## src/rtl/snake_body_engine_if.sv

```systemverilog
// Snake shift / segment-stream interface between the body engine and the
// playfield renderer.
//   move_enable, move, grow, shift : control into the engine
//   x_out, y_out, exists           : streamed segment, head first
//   end_shift                      : one-cycle pulse after the last segment
//   game_over                      : sticky collision flag
//   snake_head                     : current head, packed {y,x}
// master = engine (producer), slave = renderer / controller side.
interface snake_body_engine_if #(
  parameter int H = 32,
  parameter int V = 32
);
  localparam int X_BITS = $clog2(H);
  localparam int Y_BITS = $clog2(V);

  logic                       move_enable;
  logic [1:0]                 move;
  logic                       grow;
  logic                       shift;
  logic [X_BITS-1:0]          x_out;
  logic [Y_BITS-1:0]          y_out;
  logic                       exists;
  logic                       game_over;
  logic                       end_shift;
  logic [X_BITS+Y_BITS-1:0]   snake_head;

  modport master (
    input  move_enable, move, grow, shift,
    output x_out, y_out, exists, game_over, end_shift, snake_head
  );

  modport slave (
    output move_enable, move, grow, shift,
    input  x_out, y_out, exists, game_over, end_shift, snake_head
  );
endinterface

```

## src/rtl/snake_body_engine.sv

```systemverilog
// Snake body engine: owns segment positions (circular buffer + head pointer),
// direction, length, growth and wall/self collision. On each shift pulse it
// advances one cell, then streams every segment head first, one per cycle,
// followed by a one-cycle end_shift pulse.
// Ports:
//   clk   : system clock
//   reset : asynchronous, active-low reset
//   bus   : snake_body_engine_if.master (control in, segment stream out)
module snake_body_engine #(
  parameter int H        = 32,
  parameter int V        = 32,
  parameter int MAX_LEN  = 64,
  parameter int INIT_LEN = 3,
  parameter int START_X  = 10,
  parameter int START_Y  = 10
) (
  input  logic                  clk,
  input  logic                  reset,
  snake_body_engine_if.master   bus
);
  localparam int X_BITS   = $clog2(H);
  localparam int Y_BITS   = $clog2(V);
  localparam int L_BITS   = $clog2(MAX_LEN + 1);
  localparam int PTR_BITS = (MAX_LEN > 1) ? $clog2(MAX_LEN) : 1;

  typedef logic [X_BITS+Y_BITS-1:0] cell_t;

  typedef enum logic [1:0] {
    IDLE   = 2'd0,
    STEP   = 2'd1,
    STREAM = 2'd2,
    DONE   = 2'd3
  } state_t;

  state_t              state;
  cell_t               body [MAX_LEN];
  logic [PTR_BITS-1:0] head_ptr;
  logic [L_BITS-1:0]   len;
  logic [L_BITS-1:0]   k;            // index of the segment currently driven
  logic [1:0]          dir;
  logic [1:0]          pend;
  logic                grow_pending;
  cell_t               head_q;
  logic [X_BITS-1:0]   x_q;
  logic [Y_BITS-1:0]   y_q;
  logic                exists_q;
  logic                end_q;
  logic                go_q;

  logic [X_BITS-1:0]   head_x;
  logic [Y_BITS-1:0]   head_y;
  logic [X_BITS-1:0]   nx;
  logic [Y_BITS-1:0]   ny;
  logic                hit_wall;
  logic                moving;
  logic [PTR_BITS-1:0] new_ptr;
  logic [L_BITS:0]     rd_sum;
  logic [L_BITS:0]     rd_wrap;
  logic [PTR_BITS-1:0] rd_idx;
  cell_t               seg_next;

  assign head_x = head_q[X_BITS-1:0];
  assign head_y = head_q[X_BITS+Y_BITS-1:X_BITS];

  // Candidate head for the step, using the direction that STEP latches.
  always_comb begin
    nx       = head_x;
    ny       = head_y;
    hit_wall = 1'b0;
    unique case (pend)
      2'd0: if (head_y == '0) hit_wall = 1'b1; else ny = head_y - 1'b1;
      2'd1: if (head_x == X_BITS'(H - 1)) hit_wall = 1'b1; else nx = head_x + 1'b1;
      2'd2: if (head_y == Y_BITS'(V - 1)) hit_wall = 1'b1; else ny = head_y + 1'b1;
      default: if (head_x == '0) hit_wall = 1'b1; else nx = head_x - 1'b1;
    endcase
  end

  assign moving  = !go_q && !hit_wall;
  assign new_ptr = (head_ptr == '0) ? PTR_BITS'(MAX_LEN - 1) : head_ptr - 1'b1;

  // Buffer slot of segment k+1; head_ptr + k + 1 < 2*MAX_LEN so one
  // conditional subtract gives the modulo for any MAX_LEN.
  assign rd_sum   = (L_BITS+1)'(head_ptr) + (L_BITS+1)'(k) + 1'b1;
  assign rd_wrap  = (rd_sum >= (L_BITS+1)'(MAX_LEN)) ? rd_sum - (L_BITS+1)'(MAX_LEN) : rd_sum;
  assign rd_idx   = PTR_BITS'(rd_wrap);
  assign seg_next = body[rd_idx];

  always_ff @(posedge clk or negedge reset) begin
    if (!reset) begin
      state        <= IDLE;
      len          <= L_BITS'(INIT_LEN);
      k            <= '0;
      dir          <= 2'd1;
      pend         <= 2'd1;
      grow_pending <= 1'b0;
      head_ptr     <= '0;
      head_q       <= {Y_BITS'(START_Y), X_BITS'(START_X)};
      x_q          <= '0;
      y_q          <= '0;
      exists_q     <= 1'b0;
      end_q        <= 1'b0;
      go_q         <= 1'b0;
      for (int unsigned i = 0; i < MAX_LEN; i++) begin
        body[i] <= (i < INIT_LEN) ? {Y_BITS'(START_Y), X_BITS'(START_X - i)} : '0;
      end
    end else begin
      // Reversal is judged against the direction actually being travelled.
      if (bus.move_enable && (bus.move != (dir ^ 2'd2)))
        pend <= bus.move;

      unique case (state)
        IDLE: begin
          if (bus.shift) state <= STEP;
        end

        STEP: begin
          dir      <= pend;
          exists_q <= 1'b1;
          k        <= '0;
          state    <= STREAM;
          if (moving) begin
            head_ptr       <= new_ptr;
            body[new_ptr]  <= {ny, nx};
            head_q         <= {ny, nx};
            x_q            <= nx;
            y_q            <= ny;
            if (grow_pending) begin
              grow_pending <= 1'b0;
              if (len < L_BITS'(MAX_LEN)) len <= len + 1'b1;
            end
          end else begin
            x_q <= head_x;
            y_q <= head_y;
            if (!go_q) go_q <= 1'b1;
          end
        end

        STREAM: begin
          if (k == len - 1'b1) begin
            exists_q <= 1'b0;
            x_q      <= '0;
            y_q      <= '0;
            end_q    <= 1'b1;
            state    <= DONE;
          end else begin
            k   <= k + 1'b1;
            x_q <= seg_next[X_BITS-1:0];
            y_q <= seg_next[X_BITS+Y_BITS-1:X_BITS];
            // Flag raised in the same cycle the colliding segment is driven.
            if (seg_next == head_q) go_q <= 1'b1;
          end
        end

        default: begin
          end_q <= 1'b0;
          state <= IDLE;
        end
      endcase

      // A grow pulse arriving in STEP still counts for the following step.
      if (bus.grow) grow_pending <= 1'b1;
    end
  end

  assign bus.x_out      = x_q;
  assign bus.y_out      = y_q;
  assign bus.exists     = exists_q;
  assign bus.end_shift  = end_q;
  assign bus.game_over  = go_q;
  assign bus.snake_head = head_q;
endmodule
```

## src/flat_wrapper.sv

```systemverilog
// flat-port wrapper written by rule: the top's interface ports become plain ports
module snake_body_engine_flat 
#(
  parameter int H        = 32,
  parameter int V        = 32,
  parameter int MAX_LEN  = 64,
  parameter int INIT_LEN = 3,
  parameter int START_X  = 10,
  parameter int START_Y  = 10
)
  (clk, reset, bus_move_enable, bus_move, bus_grow, bus_shift, bus_x_out, bus_y_out, bus_exists, bus_game_over, bus_end_shift, bus_snake_head);
  snake_body_engine_if #(.H(H), .V(V)) bus_i ();
  input  logic clk;
  input  logic reset;
  input wire logic [$bits(bus_i.move_enable)-1:0] bus_move_enable;
  input wire logic [$bits(bus_i.move)-1:0] bus_move;
  input wire logic [$bits(bus_i.grow)-1:0] bus_grow;
  input wire logic [$bits(bus_i.shift)-1:0] bus_shift;
  output wire logic [$bits(bus_i.x_out)-1:0] bus_x_out;
  output wire logic [$bits(bus_i.y_out)-1:0] bus_y_out;
  output wire logic [$bits(bus_i.exists)-1:0] bus_exists;
  output wire logic [$bits(bus_i.game_over)-1:0] bus_game_over;
  output wire logic [$bits(bus_i.end_shift)-1:0] bus_end_shift;
  output wire logic [$bits(bus_i.snake_head)-1:0] bus_snake_head;
  assign bus_i.move_enable = bus_move_enable;
  assign bus_i.move = bus_move;
  assign bus_i.grow = bus_grow;
  assign bus_i.shift = bus_shift;
  assign bus_x_out = bus_i.x_out;
  assign bus_y_out = bus_i.y_out;
  assign bus_exists = bus_i.exists;
  assign bus_game_over = bus_i.game_over;
  assign bus_end_shift = bus_i.end_shift;
  assign bus_snake_head = bus_i.snake_head;
  snake_body_engine #(.H(H), .V(V), .MAX_LEN(MAX_LEN), .INIT_LEN(INIT_LEN), .START_X(START_X), .START_Y(START_Y)) u_core (.clk(clk), .reset(reset), .bus(bus_i));
endmodule
```

## config.mk

```make
export PLATFORM = sky130hd
export DESIGN_NAME = snake_body_engine_flat
export DESIGN_NICKNAME = d
export VERILOG_FILES = /design/src/rtl/snake_body_engine_if.sv /design/src/rtl/snake_body_engine.sv /design/src/flat_wrapper.sv
export SDC_FILE = /design/constraint.sdc
export NUM_CORES = 1
export LEC_CHECK = 0
export BUFFER_PORTS_ARGS = -buffer_cell sky130_fd_sc_hd__buf_2
export CAP_MARGIN = 25
export CORE_ASPECT_RATIO = 1.25
export CORE_MARGIN = 3
export CORE_UTILIZATION = 35
export CTS_CLUSTER_DIAMETER = 100
export CTS_CLUSTER_SIZE = 14
export DETAILED_ROUTE_END_ITERATION = 16
export HOLD_SLACK_MARGIN = 0.03
export PLACE_DENSITY = 0.55
export SETUP_SLACK_MARGIN = 0.2
export SLEW_MARGIN = 10
export SYNTH_ARGS = -nofsm -noshare
export SYNTH_HDL_FRONTEND = slang
export SYNTH_SLANG_ARGS = --single-unit
```

## constraint.sdc

```tcl
create_clock -name clk -period 4.3 [get_ports clk]
set_input_delay 0.86 -clock clk [delete_from_list [all_inputs] [get_ports clk]]
set_output_delay 0.86 -clock clk [all_outputs]
set_load 0.02 [all_outputs]
```

=== Yosys cells after proc, flatten, opt, wreduce, memory -nomap -nowiden ===
Cells that the tools add are included.

* Flip-flop bits (word level): 690
* Output and inout port bits: 23

* $add $sub $neg: 11
* Magnitude comparators: 5
* Eq/ne operators: 14
* Muxes and demuxes: 41
* Bitwise operators: 4
* Reductions and logical operators: 23

{| class="wikitable"
|+ Operators by type and width
! kind !! count
|-
| $bwmux W640 || 1
|-
| $bmux W10 S6 || 1
|-
| $demux W10 S6 || 1
|-
| $mux W5 || 8
|-
| $pmux W5 S2 || 4
|-
| $mux W10 || 3
|-
| $add A7 B1 Y7 const B || 2
|-
| $ge A7 B7 Y1 const B || 2
|-
| $not A6 Y7 || 2
|-
| $pmux W7 S2 || 1
|-
| $mux W1 || 12
|-
| $mux W6 || 2
|-
| $reduce_and A2 Y1 || 6
|-
| $sub A6 B1 Y6 const B || 2
|-
| $add A5 B1 Y5 const B || 2
|-
| $eq A10 B10 Y1 || 1
|-
| $eq A5 B5 Y1 const B || 2
|-
| $logic_not A5 Y1 || 2
|-
| $sub A5 B1 Y5 const B || 2
|-
| $add A6 B7 Y8 || 1
|-
| $add A8 B1 Y8 const B || 1
|-
| $ge A8 B7 Y1 const B || 1
|-
| $reduce_and A4 Y1 || 2
|-
| $eq A7 B7 Y1 || 1
|-
| other kinds (20) || 36
|}

=== Logic depth before layout (Yosys ltp) ===
Gate-level depths: netlist of the first run.

* Depth after elaboration: 12
* Gate-level depth with buffers: 18
* Mapped depth without buffers: 13

=== Worst setup path before layout of the first run ===
No wires, ideal clock.

* Kind: reg2reg
* Start: reg u_core.head_ptr[0]
* End: reg u_core.go_q, in the netlist u_core.bus.game_over
* Setup time: 95 ps
* Arrival time: 3522 ps
* Required time: 4205 ps
* Setup slack: 682 ps
* Cell stages (with the launch flop): 15
* Path buffers: 3
* Cells stage by stage: dfrtp_1 -> clkbuf_1 -> inv_1 -> ha_1 -> inv_1 -> fa_1 -> buf_2 -> buf_2 -> mux4_2 -> mux4_2 -> a21oi_1 -> xnor2_1 -> a211oi_1 -> o211ai_1 -> o31ai_1

* Word-level cells in the longest chain between the ends: 11
* Elaborated cells on any way between the ends: 12

{| class="wikitable"
|+ Ends and longest elaborated chain
! item !! RTL line !! text
|-
| start, declared || snake_body_engine.sv:37 || <nowiki>logic [PTR_BITS-1:0] head_ptr;</nowiki>
|-
| start signal, assigned || snake_body_engine.sv:122 || <nowiki>head_ptr <= new_ptr;</nowiki>
|-
| $add A6 B7 Y8 (*) || snake_body_engine.sv:83 || <nowiki>assign rd_sum = (L_BITS+1)'(head_ptr) + (L_BITS+1)'(k) + 1'b1;</nowiki>
|-
| $add A8 B1 Y8 (*) || snake_body_engine.sv:83 ||
|-
| $ge A8 B7 Y1 or $sub A6 B1 Y6 (tied branches) || snake_body_engine.sv:84 || <nowiki>assign rd_wrap = (rd_sum >= (L_BITS+1)'(MAX_LEN)) ? rd_sum - (L_BITS+1)'(MAX_LEN) : rd_sum;</nowiki>
|-
| $mux W6 (*) || snake_body_engine.sv:84 ||
|-
| $not A6 Y7 (implied by the code) (*) || snake_body_engine.sv:86 || <nowiki>assign seg_next = body[rd_idx];</nowiki>
|-
| $bmux W10 S6 (*) || snake_body_engine.sv:86 ||
|-
| $mux W10 (implied by the code) (*) (2 in a row) || snake_body_engine.sv:86 ||
|-
| $eq A10 B10 Y1 (*) || snake_body_engine.sv:150 || <nowiki>if (seg_next == head_q) go_q <= 1'b1;</nowiki>
|-
| $ne A2 B1 Y1 (no source line) (*) || -- ||
|-
| $reduce_and A4 Y1 (no source line) (*) || -- ||
|-
| end signal, assigned || snake_body_engine.sv:102 || <nowiki>go_q <= 1'b0;</nowiki>
|-
| end signal, assigned || snake_body_engine.sv:134 || <nowiki>if (!go_q) go_q <= 1'b1;</nowiki>
|-
| end signal, assigned || snake_body_engine.sv:150 ||
|-
| end, declared || snake_body_engine.sv:48 || <nowiki>logic go_q;</nowiki>
|}

Mark *: on every way between the ends. The rest lies on a longest branch, timed or not. The select of a mux whose other input is x is not followed.
A chain may end at the register's enable or synchronous reset.

=== Worst setup path in the final report of the first run ===
Ends and elaborated chain as after synthesis.

==> results of run 1 <==
cell usage after synthesis (19+ instances only):
master / instances / share of area
dfstp_2: 19 / 0.015
buf_2: 68 / 0.011
xnor2_1: 35 / 0.0095
a21oi_1: 346 / 0.054
nand2_1: 458 / 0.053
nand3_1: 44 / 0.0068
o21ai_0: 332 / 0.051
mux2_2: 60 / 0.021
nor2_1: 357 / 0.042
clkbuf_1: 170 / 0.020
mux2i_1: 77 / 0.024
mux4_2: 137 / 0.096
dfrtp_1: 671 / 0.52
inv_1: 20 / 0.0023
cell type report:
type                    instances  area [um^2]
well taps                    1187         1490
clock inverters                 3         36.3
repair buffers                196         1820
flip-flops and latches        690        17300
fillers                      8877        54600
clock buffers                  86         1510
inverters                      22         82.6
multi-input cells            2117        14000
logic make-up after synthesis:
family,after synthesis,share of synthesized area
AO/OA/AOI/OAI,785,0.132
flip-flops,690,0.536
multiplexers,276,0.141
adder cells (fa/ha/maj),19,0.00760
buffers and inverters,289,0.0386
AND/OR/NAND/NOR,983,0.130
XOR/XNOR,54,0.0149
layer usage:
metal / vias to the layer above / track usage / wire [um]
li1: 10700 / - / -
met5: - / 0 / 40
met4: 2 / 0.0562 / 2540
met2: 507 / 0.341 / 47400
met1: 11600 / 0.273 / 41900
met3: 127 / 0.0262 / 4300
report_power, final:
group | total, uW | switching (uW) | internal (uW)
sequential | 6860 | 210 | 6650
clock | 4810 | 2400 | 2410
combinational | 9680 | 5990 | 3700
worst max-delay path by stage:
| stage | startpoint | endpoint | slack (ps) | cells after the start |
|---|---|---|---|---|
| 6_report | u_core.head_ptr[0] | u_core.bus.game_over | 320 | 14 |
| 5_1_grt | u_core.head_ptr[0] | u_core.bus.game_over | 170 | 14 |
| 4_1_cts | u_core.head_ptr[0] | u_core.bus.game_over | 220 | 14 |
| 3_5_place_dp | u_core.head_ptr[0] | u_core.bus.game_over | 140 | 13 |
| 3_3_place_gp | u_core.head_ptr[0] | u_core.bus.game_over | 160 | 13 |
| 2_1_floorplan | u_core.head_ptr[0] | u_core.bus.game_over | 680 | 14 |
what timing repair did:
action,CTS,global route
endpoints found under the setup margin,1,2
pin swaps,1,2
setup buffers,3,0
cloned,1,0
resized for setup,8,17
registers in the layout, indices dropped and copies added, names as in the netlist, 2 cells and up:
signal and cells:
u_core.body 640, u_core.bus.snake_head 10, u_core.bus.x_out 5, u_core.bus.y_out 5, u_core.dir 2, u_core.head_ptr 6
u_core.k 7, u_core.len 7, u_core.pend 2, u_core.state 2
critical path, stage by stage, from the launching register on:
cell and delay [ps]:
dfrtp_1 400, inv_2 120, ha_4 140, inv_1 50, fa_4 860, buf_12 140, buf_4 140, bufbuf_16 290
mux4_2 540, o211ai_1 190, a31o_2 230, xnor2_1 80, o32ai_1 320, o31ai_1 140, o31ai_1 240
stage by stage:
| step | cell area, um^2 | hold slack, ps | setup slack [ps] |
|---|---|---|---|
| 2_1_floorplan | 32300 | 441 | 682 |
| 3_3_place_gp | 34500 | 456 | 157 |
| 3_5_place_dp | 34500 | 465 | 140 |
| 4_1_cts | 36100 | 295 | 220 |
| 5_1_grt | 36200 | 279 | 175 |
| 6_report | 36200 | 219 | 315 |
==> flow_summary.json, run 1 <==
{
  "path_class": "flip-flop to flip-flop",
  "p_leak_uw": 0.0158,
  "drt_iter0_markers": 1836,
  "syn2layout_area_growth_pct": 12.1,
  "ys_seq_area_frac": 0.536,
  "cts_inserted_buffers": 55,
  "reg2reg_from": "u_core.head_ptr[0]",
  "die_y_um": 346,
  "ir_worst_vdd_mv": 0.406,
  "cts_root_buffer": "clkbuf_16",
  "drive_gt1_frac": 0.177,
  "drtAntennaViolNets": 0,
  "post-route-util": 0.399,
  "viasPerCell": 5.35,
  "cts_tree": "yes",
  "synthesis.instances": 3096,
  "end_kind": "flip-flop",
  "ys.flop_type": "dfrtp_1",
  "ys_types": 78,
  "dp_hpwl_um": 65000,
  "syn_nets": 3122,
  "tns_ps": 0,
  "grt_max_degree": 95,
  "slew_viol_final": 0,
  "stdcell_count": 4301,
  "clock-sinks": 690,
  "crit_fanout": 13,
  "cts_htree_levels": 2,
  "initial_core_util": 0.356,
  "port-buffer-count": 29,
  "fin_nets": 3108,
  "syn-mean-instance-area_um2": 10.4,
  "drc": 0,
  "core_um2": 90800,
  "wl_um": 96200,
  "timing.final.crit_share": 0.927,
  "cap_violations": 0,
  "grt_remaining_overflow": 0,
  "rsz0062_at_grt": "true",
  "outcome": "completed",
  "dieWidth_um": 278,
  "placedCellCount": 4208,
  "finalClockSkew_ps": 31.4,
  "period_minus_slack_ps": 3980,
  "hold_viol": 0,
  "crit_required_ps": 4860,
  "arrival_ps": 4540,
  "r2r_end": "u_core.bus.game_over",
  "grt_pass1_vias": 23200,
  "synth_area_um2": 32300,
  "synth_edf_count": 0,
  "mostFrequentLayoutCells": "dfrtp_1 (671), nand2_1 (457), nor2_1 (357)",
  "async_flop_share": 1.00,
  "ys_warn_count": 0,
  "drt-wirelength-per-cell_um": 22.4,
  "clock_latency_ps": 650,
  "power.density_nw_per_um2": 590,
  "clock.fmax_ghz": 0.251,
  "r2r_slack_ps": 320,
  "hold_class": "input pin to async pin",
  "grt_pass1_wl_um": 150000,
  "gp_congestion": 0.892,
  "antenna_found_initial": 2,
  "dieArea_um2": 95900,
  "io_pins": 30,
  "clockBufferDepth": 3,
  "r2r_cells": 14,
  "power_uw": 21300,
  "antenna_cells": 0,
  "drt_first_pass_iters": 5,
  "grt_usage": 0.201,
  "cts_hold_buf": 0,
  "tightest_slew_ps": 1020,
  "cts.reportedPaths.clkPinSlew_ps": 80,
  "rows": 123,
  "start_kind": "flip-flop",
  "via_count": 23000,
  "synth_seq_cells": 690,
  "setup_viol": 0,
  "slew_headroom": 0.318,
  "layout_commonest_cell": "dfrtp_1"
}
No activity file was read; power rests on OpenSTA's default activity.
==> run 2: changes to the inputs <==
==> constraint.sdc (replaced) <==
create_clock -name clk -period 4.3 [get_ports clk]
set_input_delay 0.645 -clock clk [delete_from_list [all_inputs] [get_ports clk]]
set_output_delay 0.645 -clock clk [all_outputs]
set_load 0.02 [all_outputs]
==> run 2 against run 1 <==
Critical path depth is the same. Global-route usage decreased by 0.42 points. Combinational power grew 1%. Worst hold slack got worse by 160 ps. Largest power group unchanged.
==> flow_summary.json, run 2 (synthesis gave the netlist of run 1 again) <==
{
  "finalClockSkew_ps": 23.6,
  "via_count": 22900,
  "rsz0062_at_grt": "false",
  "grt_remaining_overflow": 0,
  "tns_ps": 0,
  "cts_tree": "yes",
  "dieArea_um2": 95900,
  "cts_hold_buf": 0,
  "cts_root_buffer": "clkbuf_16",
  "core_um2": 90800,
  "crit_fanout": 22,
  "top_register": "u_core.body",
  "clock-sinks": 690,
  "drt_first_pass_iters": 5,
  "setup_viol": 0,
  "timing.final.crit_share": 0.923,
  "cap_violations": 0,
  "start_kind": "flip-flop",
  "crit_required_ps": 4860,
  "crit_chain": "inv_2 -> ha_4 -> inv_1 -> fa_4 -> buf_4 -> buf_16 -> mux4_2 -> mux4_2 -> o22ai_1 -> buf_4 -> xnor2_1 -> nor3_1 -> o211ai_1 -> o31ai_1",
  "critical_path.max_stage_delay_ps": 850,
  "gp_congestion": 0.903,
  "seqPwrFrac": 0.319,
  "period_minus_slack_ps": 3970,
  "power_uw": 21500,
  "wl_um": 95400,
  "tightest_slew_ps": 967,
  "switching_share": 0.405,
  "io_pins": 30,
  "p_leak_uw": 0.0158,
  "grt_pass1_wl_um": 146000,
  "path_class": "flip-flop to flip-flop",
  "grt_max_degree": 94,
  "clock_latency_ps": 650,
  "end_kind": "flip-flop",
  "cts_htree_levels": 2,
  "slew_headroom": 0.355,
  "pwr-share-clk": 0.224,
  "drtAntennaViolNets": 0,
  "drc": 0,
  "critical_path.top_delay_family": "multiplexers",
  "ir_worst_vdd_mv": 0.453,
  "dieWidth_um": 278,
  "port-buffer-count": 29,
  "antenna_found_initial": 1,
  "path_depth": 14,
  "cts_inserted_buffers": 55,
  "drt-wirelength-per-cell_um": 22.2,
  "fin_nets": 3111,
  "initial_core_util": 0.356,
  "rows": 123,
  "cpMaxStageDelayCell": "fa_4",
  "clockBufferDepth": 3,
  "grt_pass1_vias": 22700,
  "internal_power_uw": 12800,
  "hold_class": "input pin to async pin",
  "setup_ws_ps": 331,
  "syn2layout_area_growth_pct": 12.1,
  "arrival_ps": 4530,
  "cts.reportedPaths.clkPinSlew_ps": 80,
  "place_ws_ps": 235,
  "layout_commonest_cell": "dfrtp_1",
  "pwr-share-comb": 0.457,
  "clock.fmax_ghz": 0.252,
  "drt_iter0_markers": 1833,
  "viasPerCell": 5.33,
  "slew_viol_final": 0,
  "hold_viol": 0,
  "power.density_nw_per_um2": 594,
  "r2r_cells": 14,
  "die_y_um": 346,
  "n_fill_cell": 8857,
  "mostFrequentLayoutCells": "dfrtp_1 (671), nand2_1 (457), nor2_1 (357)",
  "worst-path-buf-inv": 5,
  "largest_register_ffs": 640,
  "switchingPower_uw": 8690,
  "grt_usage": 0.197,
  "outcome": "completed",
  "dp_hpwl_um": 63800,
  "drive_gt1_frac": 0.177
}
==> run 2: routing by layer <==
metal | GRT usage | vias up | routed length, um
li1 | - | 10700 | -
met5 | 0 | - | 8
met1 | 0.270 | 11500 | 42200
met4 | 0.0581 | 2 | 2840
met3 | 0.0237 | 137 | 3920
met2 | 0.330 | 543 | 46500
==> run 2: area by class of cell <==
class | count | area [um^2] | share of cell area
Antenna cell | 1 | 2.50 | 0.0000692
Clock buffer | 88 | 1520 | 0.0421
Clock inverter | 3 | 36.3 | 0.00100
Inverter | 22 | 82.6 | 0.00228
Multi-Input combinational cell | 2117 | 14000 | 0.386
Sequential cell | 690 | 17300 | 0.478
Tap cell | 1187 | 1490 | 0.0410
Timing Repair Buffer | 199 | 1800 | 0.0498
==> run 2: worst reg2reg max path, stage by stage, from the launching register on <==
cell	delay, ps
dfrtp_1	400
inv_2	110
ha_4	140
inv_1	50
fa_4	850
buf_4	180
buf_16	210
mux4_2	570
mux4_2	490
o22ai_1	170
buf_4	170
xnor2_1	70
nor3_1	140
o211ai_1	110
o31ai_1	240
==> run 2: repair_timing <==
| item | 4_1_cts | 5_1_grt |
|---|---|---|
| endpoints found under the setup margin | 0 | 1 |
| resized for setup | 0 | 13 |
| setup buffers | 0 | 4 |
| endpoints found under the hold margin | 0 | 0 |
==> run 2: final timing paths <==
path,start,to,slack [ps]
worst max-delay path,u_core.head_ptr[0],u_core.bus.game_over,330
worst min-delay path,reset,u_core.body[207],50
worst max register to register,u_core.head_ptr[0],u_core.bus.game_over,330
worst min register to register,u_core.body[362],u_core.body[362],480
max in group asynchronous,reset,u_core.body[432],2970
min in group clk,bus_grow,u_core.grow_pending,190
==> run 2: power by group through the flow <==
stage | clock [uW] | combinational, uW | sequential (uW)
after global routing | 5180 | 10300 | 6860
final | 4820 | 9820 | 6840
after detailed placement | 0 | 9420 | 6970
after CTS | 4960 | 9440 | 6840
after floorplan | 0 | 5690 | 6940
after global placement | 0 | 9410 | 6970
==> run 2: stage by stage <==
step	util	instance area, um^2	cells	hold WS [ps]
after floorplan	-	32300	3096	349
after global placement	0.380	34500	4208	456
after detailed placement	0.380	34500	4209	466
after CTS	0.397	36000	4300	61.8
after global routing	0.398	36200	4306	93.1
final	0.398	36200	4307	53.8
